<file path="src/rtl/kbd_key_if.sv">
// kbd_key_if: bundle between the PS/2 byte receiver, the scan-code
// controller and the game logic.
//
// Handshake: din is a valid byte only in a cycle where din_new=1. There is
// no ready; the controller accepts every strobe, including strobes on
// consecutive cycles. All outputs are registered. key_press, key_release,
// code_valid and err are single-cycle pulses. key_down is a level.
//
// Signals:
//   din[7:0]         received byte, valid with din_new
//   din_new          one-cycle strobe for din
//   key_down[3:0]    held state of each game key
//   key_press[3:0]   key went up->down (pulse)
//   key_release[3:0] key went down->up (pulse)
//   code_out[9:0]    {brk, ext, code} of the last complete sequence
//   code_valid       code_out updated (pulse)
//   err              dangling-prefix timeout or 0x00/0xFF byte (pulse)
//   state_dbg[1:0]   parser state, for observation only
interface kbd_key_if;
  logic [7:0] din;
  logic       din_new;
  logic [3:0] key_down;
  logic [3:0] key_press;
  logic [3:0] key_release;
  logic [9:0] code_out;
  logic       code_valid;
  logic       err;
  logic [1:0] state_dbg;

  modport master (
    output din, din_new,
    input  key_down, key_press, key_release, code_out, code_valid, err,
           state_dbg
  );

  modport slave (
    input  din, din_new,
    output key_down, key_press, key_release, code_out, code_valid, err,
           state_dbg
  );
endinterface

</file>
<file path="src/rtl/kbd_key_ctrl.sv">
// kbd_key_ctrl: PS/2 Set-2 scan-code parser for four game keys.
// Parses make, break (0xF0) and extended (0xE0) sequences, tracks the held
// state of four configured keys and emits registered press/release pulses.
// A timeout returns the parser to idle when a prefix byte is left dangling.
//
// Ports:
//   clk    system clock
//   reset  asynchronous, active-high reset
//   bus    kbd_key_if slave modport (byte input, key/code/err outputs)
module kbd_key_ctrl #(
  parameter logic [7:0] KEY0_CODE      = 8'h12,
  parameter logic       KEY0_EXT       = 1'b0,
  parameter logic [7:0] KEY1_CODE      = 8'h59,
  parameter logic       KEY1_EXT       = 1'b0,
  parameter logic [7:0] KEY2_CODE      = 8'h29,
  parameter logic       KEY2_EXT       = 1'b0,
  parameter logic [7:0] KEY3_CODE      = 8'h5A,
  parameter logic       KEY3_EXT       = 1'b0,
  parameter int         TIMEOUT_CYCLES = 2_500_000
) (
  input  logic      clk,
  input  logic      reset,
  kbd_key_if.slave  bus
);

  localparam int CW = ($clog2(TIMEOUT_CYCLES) < 1) ? 1 : $clog2(TIMEOUT_CYCLES);
  localparam logic [CW-1:0] CNT_LAST = CW'(TIMEOUT_CYCLES - 1);

  localparam logic [3:0][7:0] KEY_CODES = {KEY3_CODE, KEY2_CODE, KEY1_CODE, KEY0_CODE};
  localparam logic [3:0]      KEY_EXTS  = {KEY3_EXT, KEY2_EXT, KEY1_EXT, KEY0_EXT};

  typedef enum logic [1:0] {
    WAIT_ST = 2'd0,
    EXT_ST  = 2'd1,
    BRK_ST  = 2'd2
  } state_t;

  state_t        state_q, state_d;
  logic          ext_q, ext_d;
  logic [CW-1:0] cnt_q, cnt_d;
  logic [3:0]    key_down_q, key_down_d;
  logic [3:0]    key_press_q, key_press_d;
  logic [3:0]    key_release_q, key_release_d;
  logic [9:0]    code_out_q, code_out_d;
  logic          code_valid_q, code_valid_d;
  logic          err_q, err_d;

  // Decoded properties of a completed sequence in this cycle.
  logic complete;
  logic brk;
  logic ext_use;

  always_comb begin
    state_d       = state_q;
    ext_d         = ext_q;
    cnt_d         = cnt_q;
    key_down_d    = key_down_q;
    key_press_d   = '0;
    key_release_d = '0;
    code_out_d    = code_out_q;
    code_valid_d  = 1'b0;
    err_d         = 1'b0;
    complete      = 1'b0;
    brk           = 1'b0;
    ext_use       = ext_q;

    if (bus.din_new) begin
      cnt_d = '0;
      // Line-noise bytes abort any sequence regardless of state.
      if (bus.din == 8'h00 || bus.din == 8'hFF) begin
        err_d   = 1'b1;
        ext_d   = 1'b0;
        state_d = WAIT_ST;
      end else begin
        unique case (state_q)
          WAIT_ST: begin
            if (bus.din == 8'hE0) begin
              state_d = EXT_ST;
              ext_d   = 1'b1;
            end else if (bus.din == 8'hF0) begin
              state_d = BRK_ST;
              ext_d   = 1'b0;
            end else begin
              complete = 1'b1;
              ext_use  = 1'b0;
            end
          end
          EXT_ST: begin
            if (bus.din == 8'hF0) begin
              state_d = BRK_ST;
            end else if (bus.din == 8'hE0) begin
              state_d = EXT_ST;
            end else begin
              complete = 1'b1;
              ext_use  = 1'b1;
              ext_d    = 1'b0;
              state_d  = WAIT_ST;
            end
          end
          BRK_ST: begin
            state_d = WAIT_ST;
            ext_d   = 1'b0;
            if (bus.din == 8'hE0 || bus.din == 8'hF0) begin
              err_d = 1'b1;
            end else begin
              complete = 1'b1;
              brk      = 1'b1;
              ext_use  = ext_q;
            end
          end
          default: begin
            state_d = WAIT_ST;
            ext_d   = 1'b0;
          end
        endcase
      end
    end else if (state_q == WAIT_ST) begin
      cnt_d = '0;
    end else if (cnt_q == CNT_LAST) begin
      // Prefix left dangling: drop it, held keys are untouched.
      err_d   = 1'b1;
      ext_d   = 1'b0;
      cnt_d   = '0;
      state_d = WAIT_ST;
    end else begin
      cnt_d = cnt_q + CW'(1);
    end

    if (complete) begin
      code_out_d   = {brk, ext_use, bus.din};
      code_valid_d = 1'b1;
      // Each key is matched independently, so aliased keys all update.
      for (int i = 0; i < 4; i++) begin
        if (bus.din == KEY_CODES[i] && ext_use == KEY_EXTS[i]) begin
          if (!brk && !key_down_q[i]) begin
            key_down_d[i]  = 1'b1;
            key_press_d[i] = 1'b1;
          end else if (brk && key_down_q[i]) begin
            key_down_d[i]    = 1'b0;
            key_release_d[i] = 1'b1;
          end
        end
      end
    end
  end

  always_ff @(posedge clk or posedge reset) begin
    if (reset) begin
      state_q       <= WAIT_ST;
      ext_q         <= 1'b0;
      cnt_q         <= '0;
      key_down_q    <= '0;
      key_press_q   <= '0;
      key_release_q <= '0;
      code_out_q    <= '0;
      code_valid_q  <= 1'b0;
      err_q         <= 1'b0;
    end else begin
      state_q       <= state_d;
      ext_q         <= ext_d;
      cnt_q         <= cnt_d;
      key_down_q    <= key_down_d;
      key_press_q   <= key_press_d;
      key_release_q <= key_release_d;
      code_out_q    <= code_out_d;
      code_valid_q  <= code_valid_d;
      err_q         <= err_d;
    end
  end

  assign bus.key_down    = key_down_q;
  assign bus.key_press   = key_press_q;
  assign bus.key_release = key_release_q;
  assign bus.code_out    = code_out_q;
  assign bus.code_valid  = code_valid_q;
  assign bus.err         = err_q;
  assign bus.state_dbg   = state_q;

endmodule

</file>
<file path="src/flat_wrapper.sv">
// flat-port wrapper written by rule: the top's interface ports become plain ports
module kbd_key_ctrl_flat 
#(
  parameter logic [7:0] KEY0_CODE      = 8'h12,
  parameter logic       KEY0_EXT       = 1'b0,
  parameter logic [7:0] KEY1_CODE      = 8'h59,
  parameter logic       KEY1_EXT       = 1'b0,
  parameter logic [7:0] KEY2_CODE      = 8'h29,
  parameter logic       KEY2_EXT       = 1'b0,
  parameter logic [7:0] KEY3_CODE      = 8'h5A,
  parameter logic       KEY3_EXT       = 1'b0,
  parameter int         TIMEOUT_CYCLES = 2_500_000
)
  (clk, reset, bus_din, bus_din_new, bus_key_down, bus_key_press, bus_key_release, bus_code_out, bus_code_valid, bus_err, bus_state_dbg);
  kbd_key_if bus_i ();
  input  logic clk;
  input  logic reset;
  input wire logic [$bits(bus_i.din)-1:0] bus_din;
  input wire logic [$bits(bus_i.din_new)-1:0] bus_din_new;
  output wire logic [$bits(bus_i.key_down)-1:0] bus_key_down;
  output wire logic [$bits(bus_i.key_press)-1:0] bus_key_press;
  output wire logic [$bits(bus_i.key_release)-1:0] bus_key_release;
  output wire logic [$bits(bus_i.code_out)-1:0] bus_code_out;
  output wire logic [$bits(bus_i.code_valid)-1:0] bus_code_valid;
  output wire logic [$bits(bus_i.err)-1:0] bus_err;
  output wire logic [$bits(bus_i.state_dbg)-1:0] bus_state_dbg;
  assign bus_i.din = bus_din;
  assign bus_i.din_new = bus_din_new;
  assign bus_key_down = bus_i.key_down;
  assign bus_key_press = bus_i.key_press;
  assign bus_key_release = bus_i.key_release;
  assign bus_code_out = bus_i.code_out;
  assign bus_code_valid = bus_i.code_valid;
  assign bus_err = bus_i.err;
  assign bus_state_dbg = bus_i.state_dbg;
  kbd_key_ctrl #(.KEY0_CODE(KEY0_CODE), .KEY0_EXT(KEY0_EXT), .KEY1_CODE(KEY1_CODE), .KEY1_EXT(KEY1_EXT), .KEY2_CODE(KEY2_CODE), .KEY2_EXT(KEY2_EXT), .KEY3_CODE(KEY3_CODE), .KEY3_EXT(KEY3_EXT), .TIMEOUT_CYCLES(TIMEOUT_CYCLES)) u_core (.clk(clk), .reset(reset), .bus(bus_i));
endmodule
</file>
<file path="config.mk">
export PLATFORM = sky130hd
export DESIGN_NAME = kbd_key_ctrl_flat
export DESIGN_NICKNAME = d
export VERILOG_FILES = /design/src/rtl/kbd_key_if.sv /design/src/rtl/kbd_key_ctrl.sv /design/src/flat_wrapper.sv
export SDC_FILE = /design/constraint.sdc
export NUM_CORES = 1
export LEC_CHECK = 0
export ABC_CLOCK_PERIOD_IN_PS = 2600
export BUFFER_PORTS_ARGS = -buffer_cell sky130_fd_sc_hd__clkbuf_2
export CORE_ASPECT_RATIO = 1.1
export CORE_MARGIN = 8
export CORE_UTILIZATION = 43
export DETAILED_ROUTE_END_ITERATION = 10
export GPL_TIMING_DRIVEN = 0
export PLACE_DENSITY = 0.6
export SLEW_MARGIN = 0
export SYNTH_ARGS = -nofsm -noshare
export SYNTH_HDL_FRONTEND = slang
export SYNTH_SLANG_ARGS = --single-unit
</file>
<file path="constraint.sdc">
create_clock -name clk -period 2.6 [get_ports clk]
set_input_delay 0.52 -clock clk [delete_from_list [all_inputs] [get_ports clk]]
set_output_delay 0.52 -clock clk [all_outputs]
set_load 0.02 [all_outputs]
</file>
==> results of run 1 <==
[logic make-up (layout without fill, tap and decap cells)]
family                     Yosys count  after routing  share of synthesized area
AOI/OAI and AO/OA                   36             36                     0.0970
adders and majority gates            9              9                     0.0457
and+or+nand+nor                    100            100                      0.234
xor gates and xnor gates            12             12                     0.0427
muxes                               11             11                     0.0503
DFF                                 49             49                      0.498
buffers and inverters               19             63                     0.0325
[path summary, 6_finish.rpt]
| check | slack (ns) | end |
|---|---|---|
| setup / recovery | 0.11 | u_core.bus.key_down[0] |
| hold / removal | 0.22 | u_core.cnt_q[11] |
| setup reg to reg | 0.35 | u_core.cnt_q[3] |
| hold reg to reg | 0.49 | u_core.cnt_q[0] |
| max in group asynchronous | 1.85 | u_core.bus.err |
| min in group clk | 0.49 | u_core.cnt_q[0] |
[cell usage after synthesis (3+ instances only)]
master / instances
or4_1: 5
o31ai_1: 4
clkbuf_1: 3
nor4_1: 7
dfrtp_1: 49
nand3_1: 8
nand4_1: 7
and2_1: 8
or3_1: 5
xor2_1: 4
inv_1: 14
a21oi_1: 9
or2_2: 3
nand2_1: 13
xnor2_1: 8
o21ai_0: 9
nor2_1: 19
and3_1: 3
ha_1: 9
nor3b_1: 3
mux2_2: 11
nor3_1: 5
[per-stage QoR]
stage | hold WS, ns | instance area, sq um | total power [mW] | TNS, ns
final | 0.219 | 2870 | 1.48 | 0
after global routing | 0.256 | 2870 | 1.55 | 0
after CTS | 0.230 | 2870 | 1.50 | 0
after detailed placement | 0.476 | 2760 | 0.957 | -0.621
after global placement | 0.476 | 2740 | 0.951 | -0.581
after floorplan | 0.455 | 2460 | 0.899 | 0
[registers in the layout, summed over array words and instances (netlist names)]
signal,count
u_core.bus.state_dbg,2
u_core.cnt_q,22
u_core.bus.code_out,10
u_core.ext_q,1
u_core.bus.key_release,4
u_core.bus.key_down,4
u_core.bus.code_valid,1
u_core.bus.err,1
u_core.bus.key_press,4
[per-layer routing]
metal	up-vias	routed length (microns)	track usage
met3	10	304	0.0405
met2	60	2650	0.235
met1	944	2190	0.156
met5	-	0	0
met4	0	66	0.0437
li1	946	-	-
[worst max-delay path, delay by kind of cell]
kind / cells / cell delay, ns
simple gates: 3 / 1.04
buf+inv: 1 / 0.13
mux: 1 / 0.36
fa+ha+maj: 1 / 0.26
compound gates: 2 / 0.37
[layout make-up]
type                    count  area, sq um  area share
inverters                  14         52.6      0.0183
clock inverters             2         38.8      0.0135
clock buffers               6         72.6      0.0253
repair buffers             36          195      0.0680
multi-input cells         168         1160       0.405
plain buffers               5         27.5     0.00959
flip-flops and latches     49         1230       0.427
well taps                  77         96.3      0.0336
[power by group through the flow]
| stage | Combinational (mW) | Clock (mW) | Sequential [mW] |
|---|---|---|---|
| floorplan | 0.0607 | 0 | 0.838 |
| global placement | 0.139 | 0 | 0.812 |
| detailed placement | 0.145 | 0 | 0.812 |
| CTS | 0.145 | 0.559 | 0.797 |
| global route | 0.159 | 0.589 | 0.801 |
| finish | 0.142 | 0.539 | 0.797 |
[placed cells by master, fill, tap and decap left out, drive strengths merged, types with 2 or more instances in the layout]
cell type and count:
dfrtp 49, clkbuf 44, nor2 19, inv 14
nand2 13, mux2 11, nand3 10, o21ai 9
a21oi 9, ha 9, and2 8, xnor2 8
nand4 7, nor4 7, or4 7, nor3 5
or3 5, o31ai 4, xor2 4, or2 3
nor3b 3, and3 3, buf 3, nor4b 2
o21a 2, nand2b 2, a22o 2
==> results.py, run 1 <==
metrics = {
    "outcome": {
        "status": "finished clean",
    },
    "pwr": {
        "switchingPower_mw": 0.353,
        "leakage_nw": 1.25,
        "p_sw_frac": 0.239,
        "p_seq_frac": 0.539,
        "power.internal_mw": 1.12,
        "p_per_area_mw_per_mm2": 515,
        "combPwrFrac": 0.096,
        "p_clk_frac": 0.365,
        "irDropWorstVdd_mv": 0.256,
    },
    "final_layout": {
        "finalCoreUtilization": 0.507,
        "layout.nets": 299,
        "drive_gt1_frac": 0.236,
        "n_antenna_cell": 0,
        "nFillCells": 544,
        "instances_no_fill": 357,
        "layout-area-overhead-vs-synth_pct": 16.6,
    },
    "logic_synthesis": {
        "synth-async-reset-ratio": 1.00,
        "ys_seq_area_frac": 0.498,
        "syn_inst": 236,
        "syn_area_per_cell_sq_um": 10.4,
        "synth_enable_flop_cells": 0,
        "ys.flop_type": "dfrtp_1",
        "synth_top_area_cell": "dfrtp_1",
        "syn_nets": 256,
        "ys_ff_latch": 49,
        "synth_cell_types": 46,
        "synth_area_leaders": "dfrtp_1 50%, mux2_2 5.0%, ha_1 4.6%",
        "yosys.area.top_type_share": 0.498,
        "ys_warn_count": 0,
        "netlist_area_sq_mm": 0.00246,
    },
    "sta": {
        "clock_skew_ns": 0.00754,
        "fin_crit_ns": 2.49,
        "worst_slew_pin_slew_ns": 0.494,
        "period_share": 0.956,
        "grt_setup_unrepaired": "no",
        "worst_slack_ns": 0.114,
        "relSlewSlack": 0.670,
        "finalHoldViolCount": 0,
        "drv_slew": 0,
        "setup_viol_count_final": 0,
        "fmaxAchievable_mhz": 402,
    },
    "placement": {
        "hpwl_microns": 3960,
        "post-place-cells": 349,
        "place.gp.congestion": 0.890,
        "port_buffers": 35,
        "dp_slack_ns": -0.237,
    },
    "die": {
        "initial_core_util": 0.435,
        "core_area_sq_mm": 0.00566,
        "ioPinCount": 37,
        "rows": 29,
        "dieArea_sq_mm": 0.00841,
        "fp.dieW_microns": 88.2,
        "die_h_microns": 95.4,
    },
    "global_routing": {
        "antenna_found_initial": 0,
        "globalRouteOverflowTotal": 0,
        "grt_max_degree": 29,
        "grt_pass1_vias": 1975,
        "grt_usage": 0.136,
        "grt_pass1_wl_microns": 9070,
    },
    "worst_setup_path": {
        "crit_chain": "clkbuf_2, or4_1, o21ai_0, a211oi_2, nand2_1, ha_1, nor4_1, mux2_2",
        "required_ns": 2.79,
        "end_kind": "flip-flop",
        "worstPathMaxFanout": 6,
        "max_stage_delay_ns": 0.60,
        "cp_slowest_cell": "or4_1",
        "r2r_start": "u_core.cnt_q[0]",
        "crit_path_start": "bus_din[0]",
        "worstPathArrival_ns": 2.67,
        "setup.worst_path.class": "in -> reg",
        "r2r_cells": 6,
        "critPathLaunchType": "input port",
    },
    "drt": {
        "drtPass1Iterations": 5,
        "drcViolationCount": 0,
        "initialDrtViolationCount": 71,
        "routedWlPerCell_microns": 14.6,
        "vias": 1960,
        "drt_wl_total_microns": 5210,
        "drtAntennaViolNets": 0,
        "via_per_inst": 5.49,
    },
    "cts": {
        "clock_latency_ns": 0.30,
        "h-tree-depth": 2,
        "cts_resized": 0,
        "clock_sinks": 49,
        "clk_path_buf_depth": 2,
        "cts_tree": "yes",
        "clk_pin_slew_ns": 0.09,
        "ctsHoldBuffers": 0,
        "cts_made_buffers": 5,
        "cts_setup_buffers": 0,
        "clk_root_buffer_cell": "clkbuf_8",
    },
    "run": {
        "max_cap_violations": 0,
    },
    "worst_hold_path": {
        "min_path_type": "in -> async",
    },
}
Note: power is estimated with default switching activity, not from simulation.
==> run 2, diff against run 1 <==
--- a/config.mk
+++ b/config.mk
@@ -12,7 +12,7 @@
 export CORE_UTILIZATION = 43
 export DETAILED_ROUTE_END_ITERATION = 10
 export GPL_TIMING_DRIVEN = 0
-export PLACE_DENSITY = 0.6
+export PLACE_DENSITY_LB_ADDON = 0.1
 export SLEW_MARGIN = 0
 export SYNTH_ARGS = -nofsm -noshare
 export SYNTH_HDL_FRONTEND = slang
==> run 2 against run 1 <==
  * Hold slack lost 0.079 ns
  * Maximum frequency rose by 0.80%
  * Die area stayed put
  * Non-clock buffer count unchanged
==> results.py, run 2 (synthesis results as in run 1) <==
metrics = {
    "placement": {
        "post-place-cells": 349,
        "dp_slack_ns": -0.339,
        "place.gp.congestion": 0.766,
        "postPlaceCellArea_sq_mm": 0.00276,
        "hpwl_microns": 4010,
        "port_buffers": 35,
    },
    "cts": {
        "cts_made_buffers": 5,
        "cts_setup_buffers": 0,
        "clock_sinks": 49,
        "clk_pin_slew_ns": 0.10,
        "h-tree-depth": 2,
        "clock_latency_ns": 0.31,
        "ctsHoldBuffers": 0,
        "cts_tree": "yes",
        "clk_root_buffer_cell": "clkbuf_8",
        "clk_path_buf_depth": 2,
    },
    "worst_setup_path": {
        "end_kind": "flip-flop",
        "crit_buf_inv": 1,
        "cp_slowest_cell": "or4_1",
        "crit_path_start": "bus_din[1]",
        "critPathLaunchType": "input port",
        "r2r_start": "u_core.cnt_q[0]",
        "crit_chain": "clkbuf_2, or4_1, o21ai_1, a211oi_2, nand2_1, ha_1, nor4_1, mux2_2",
        "required_ns": 2.80,
        "setup.worst_path.class": "in -> reg",
        "max_stage_delay_ns": 0.59,
        "worstPathMaxFanout": 7,
        "cpLargestDelayFamily": "simple AND/OR/NAND/NOR gates",
        "worstPathArrival_ns": 2.67,
    },
    "final_layout": {
        "top_register": "u_core.cnt_q",
        "final_cell_mix": "49 x dfrtp_1, 35 x clkbuf_2, 19 x nor2_1",
        "layout.nets": 299,
        "n_antenna_cell": 0,
        "drive_gt1_frac": 0.239,
        "largest_reg_flops": 22,
        "instances_no_fill": 357,
        "finalInstanceArea_sq_mm": 0.00285,
        "final_common_cell": "dfrtp_1",
        "layout-area-overhead-vs-synth_pct": 15.7,
    },
    "drt": {
        "drt_wl_total_microns": 5360,
        "drtAntennaViolNets": 0,
        "initialDrtViolationCount": 38,
        "drtPass1Iterations": 4,
        "drcViolationCount": 0,
        "vias": 1887,
        "via_per_inst": 5.29,
        "routedWlPerCell_microns": 15.0,
    },
    "global_routing": {
        "grt_pass1_vias": 1941,
        "grt_usage": 0.142,
        "grt_max_degree": 36,
        "globalRouteOverflowTotal": 0,
        "antenna_found_initial": 0,
        "grt_pass1_wl_microns": 9400,
    },
    "sta": {
        "period_share": 0.948,
        "setup_viol_count_final": 0,
        "final.setup.tns_ns": 0,
        "relSlewSlack": 0.656,
        "drv_slew": 0,
        "worst_slack_ns": 0.134,
        "grt_setup_unrepaired": "no",
        "worst_slew_pin_slew_ns": 0.503,
        "clock_skew_ns": 0.00855,
        "finalHoldViolCount": 0,
        "fin_crit_ns": 2.47,
        "fmaxAchievable_mhz": 406,
    },
    "die": {
        "core_area_sq_mm": 0.00566,
        "ioPinCount": 37,
        "initial_core_util": 0.435,
        "die_h_microns": 95.4,
        "dieArea_sq_mm": 0.00841,
        "rows": 29,
        "fp.dieW_microns": 88.2,
    },
    "pwr": {
        "leakage_nw": 1.24,
        "p_per_area_mw_per_mm2": 492,
        "p_total_mw": 1.40,
        "irDropWorstVdd_mv": 0.277,
    },
    "run": {
        "max_cap_violations": 0,
    },
    "worst_hold_path": {
        "min_path_type": "in -> async",
    },
    "outcome": {
        "status": "finished clean",
    },
}
## run 2: cell count changes in the layout (fill, tap and decap cells not counted), sizes merged
cell	previous run	this run
clkinv	1	3
bufinv	1	0
clkbuf	44	43
## run 2: power by group
group | internal [mW] | switching, mW | leakage, nW | total (mW)
clock network | 0.191 | 0.272 | 0.0481 | 0.463
registers | 0.783 | 0.0139 | 0.655 | 0.797
logic | 0.0529 | 0.0898 | 0.536 | 0.143
total | 1.03 | 0.376 | 1.24 | 1.40
## run 2: timing repair
item / CTS / global route
resized for setup: 1 / 1
gates cloned: 0 / 0
setup endpoints to repair: 1 / 1
## run 2: worst reg2reg max path: cells and delay by family, from the launching register on
kind | cells | cell delay [ns]
AND/OR/NAND/NOR | 3 | 0.80
buffers and inverters | 1 | 0.43
flip-flops | 1 | 0.41
AO/OA/AOI/OAI | 1 | 0.25
adder cells (fa/ha/maj) | 1 | 0.24
## run 2: area by class of cell
cell class	count	area (sq um)
Sequential cell	49	1230
Clock buffer	5	68.8
Buffer	5	27.5
Inverter	14	52.6
Clock inverter	3	22.5
Fill cell	564	2810
Tap cell	77	96.3
Timing Repair Buffer	36	195
Multi-Input combinational cell	168	1160
## run 2: final timing paths
check	to	slack [ns]	depth (start not counted)
worst max register to register	u_core.cnt_q[5]	0.35	6
min in group clk	u_core.cnt_q[0]	0.51	1
max in group asynchronous	u_core.cnt_q[18]	1.96	3
worst max-delay path	u_core.bus.key_down[0]	0.13	8
worst min register to register	u_core.cnt_q[0]	0.51	1
worst min-delay path	u_core.bus.key_release[2]	0.14	2
## run 2: routing by layer
metal / global-route usage / vias up / share of wire
li1: - / 941 / -
met1: 0.176 / 905 / 0.45
met2: 0.237 / 34 / 0.49
met3: 0.0336 / 7 / 0.042
met4: 0.0508 / 0 / 0.015
met5: 0 / - / 0
## run 2: per-stage QoR
step / util / hold slack (ns)
finish: 0.504 / 0.139
global route: 0.504 / 0.151
CTS: 0.504 / 0.141
detailed placement: 0.487 / 0.490
global placement: 0.483 / 0.489
floorplan: - / 0.455
==> run 3, diff against run 2 <==
--- a/config.mk
+++ b/config.mk
@@ -10,6 +10,7 @@
 export CORE_ASPECT_RATIO = 1.1
 export CORE_MARGIN = 8
 export CORE_UTILIZATION = 43
+export CTS_BUF_LIST = sky130_fd_sc_hd__clkbuf_16
 export DETAILED_ROUTE_END_ITERATION = 10
 export GPL_TIMING_DRIVEN = 0
 export PLACE_DENSITY_LB_ADDON = 0.1
==> run 3 against run 2 <==
  * Combinational power barely moved
  * Hold slack improved by 0.025 ns
  * Power rose by 13%
  * Global-route usage rose by 0.090 points
  * Clock power rose by 40%
  * Via count rose by 2.0%
  * Utilization rose by 1.1 points
==> results.py, run 3 (synthesis results as in run 1) <==
metrics = {
    "cts": {
        "clk_pin_slew_ns": 0.07,
        "clock_latency_ns": 0.29,
        "cts_made_buffers": 5,
        "ctsHoldBuffers": 0,
        "clk_root_buffer_cell": "clkbuf_16",
        "clk_path_buf_depth": 2,
        "cts_tree": "yes",
        "h-tree-depth": 2,
        "clock_sinks": 49,
    },
    "final_layout": {
        "n_antenna_cell": 0,
        "finalCoreUtilization": 0.515,
        "top_register": "u_core.cnt_q",
        "finalInstanceArea_sq_mm": 0.00291,
        "instances_no_fill": 357,
        "final_common_cell": "dfrtp_1",
        "final_cell_mix": "49 x dfrtp_1, 36 x clkbuf_2, 19 x nor2_1",
        "layout.nets": 299,
        "nFillCells": 547,
        "drive_gt1_frac": 0.246,
        "largest_reg_flops": 22,
        "layout-area-overhead-vs-synth_pct": 18.2,
    },
    "drt": {
        "vias": 1924,
        "via_per_inst": 5.39,
        "drt_wl_total_microns": 5430,
        "drcViolationCount": 0,
        "drtAntennaViolNets": 0,
        "drtPass1Iterations": 4,
        "routedWlPerCell_microns": 15.2,
        "initialDrtViolationCount": 37,
    },
    "worst_setup_path": {
        "worstPathArrival_ns": 2.61,
        "required_ns": 2.78,
        "worstPathMaxFanout": 7,
        "setup.worst_path.class": "in -> reg",
        "critPathLaunchType": "input port",
        "end_kind": "flip-flop",
    },
    "run": {
        "max_cap_violations": 0,
    },
    "placement": {
        "postPlaceCellArea_sq_mm": 0.00276,
        "port_buffers": 35,
        "place.gp.congestion": 0.766,
        "hpwl_microns": 4010,
        "dp_slack_ns": -0.339,
        "post-place-cells": 349,
    },
    "worst_hold_path": {
        "min_path_type": "in -> async",
    },
    "sta": {
        "grt_setup_unrepaired": "no",
        "clock_skew_ns": 0.00684,
        "fin_crit_ns": 2.43,
        "worst_slack_ns": 0.167,
        "fmaxAchievable_mhz": 411,
        "final.setup.tns_ns": 0,
        "setup_viol_count_final": 0,
        "period_share": 0.936,
        "fin_hold_ws_ns": 0.164,
        "relSlewSlack": 0.684,
        "drv_slew": 0,
        "finalHoldViolCount": 0,
        "worst_slew_pin_slew_ns": 0.462,
    },
    "pwr": {
        "p_per_area_mw_per_mm2": 546,
        "p_total_mw": 1.59,
        "irDropWorstVdd_mv": 0.320,
        "leakage_nw": 1.27,
    },
    "die": {
        "rows": 29,
        "fp.dieW_microns": 88.2,
        "dieArea_sq_mm": 0.00841,
        "core_area_sq_mm": 0.00566,
        "initial_core_util": 0.435,
        "die_h_microns": 95.4,
        "ioPinCount": 37,
    },
    "global_routing": {
        "grt_pass1_vias": 1946,
        "grt_max_degree": 36,
        "antenna_found_initial": 0,
        "grt_usage": 0.143,
        "globalRouteOverflowTotal": 0,
        "grt_pass1_wl_microns": 9430,
    },
    "outcome": {
        "status": "finished clean",
    },
}
run 3: path summary, 6_finish.rpt:
check / startpoint / endpoint / slack [ns] / cells past startpoint
max: bus_din[1] / u_core.bus.key_down[0] / 0.17 / 8
min: reset / u_core.bus.key_release[2] / 0.16 / 2
max reg2reg: u_core.cnt_q[0] / u_core.cnt_q[2] / 0.36 / 6
min reg2reg: u_core.cnt_q[0] / u_core.cnt_q[0] / 0.51 / 1
max in group asynchronous: reset / u_core.cnt_q[20] / 1.94 / 3
min in group clk: u_core.cnt_q[0] / u_core.cnt_q[0] / 0.51 / 1
run 3: worst max-delay path, stage by stage:
cell,delay [ns]
clkbuf_2,0.14
or4_1,0.61
o21ai_2,0.14
a211oi_2,0.13
nand2_1,0.18
ha_1,0.26
nor4_1,0.27
mux2_2,0.37
run 3: repair_timing:
action / CTS / global route
setup buffers: 0 / 0
setup endpoints to repair: 1 / 2
resized for setup: 1 / 4
run 3: layout make-up:
cell class	instances	area, sq um	share of cell area
timing repair buffer	36	195	0.0670
inverter	14	52.6	0.0180
clock inverter	3	22.5	0.00773
buffer	5	28.8	0.00988
multi-input combinational	168	1170	0.400
tap	77	96.3	0.0331
sequential	49	1230	0.421
clock buffer	5	125	0.0430
run 3: routing by layer:
layer	up-vias	track usage	routed length, microns
met2	32	0.240	2680
met1	943	0.174	2480
li1	943	-	-
met5	-	0	0
met4	0	0.0508	81
met3	6	0.0362	193
run 3: report_power, final:
part           internal [mW]  leakage [nW]  switching [mW]  total (mW)
clock                  0.358        0.0738           0.291       0.649
combinational         0.0532         0.541          0.0903       0.143
sequential             0.784         0.655          0.0140       0.798
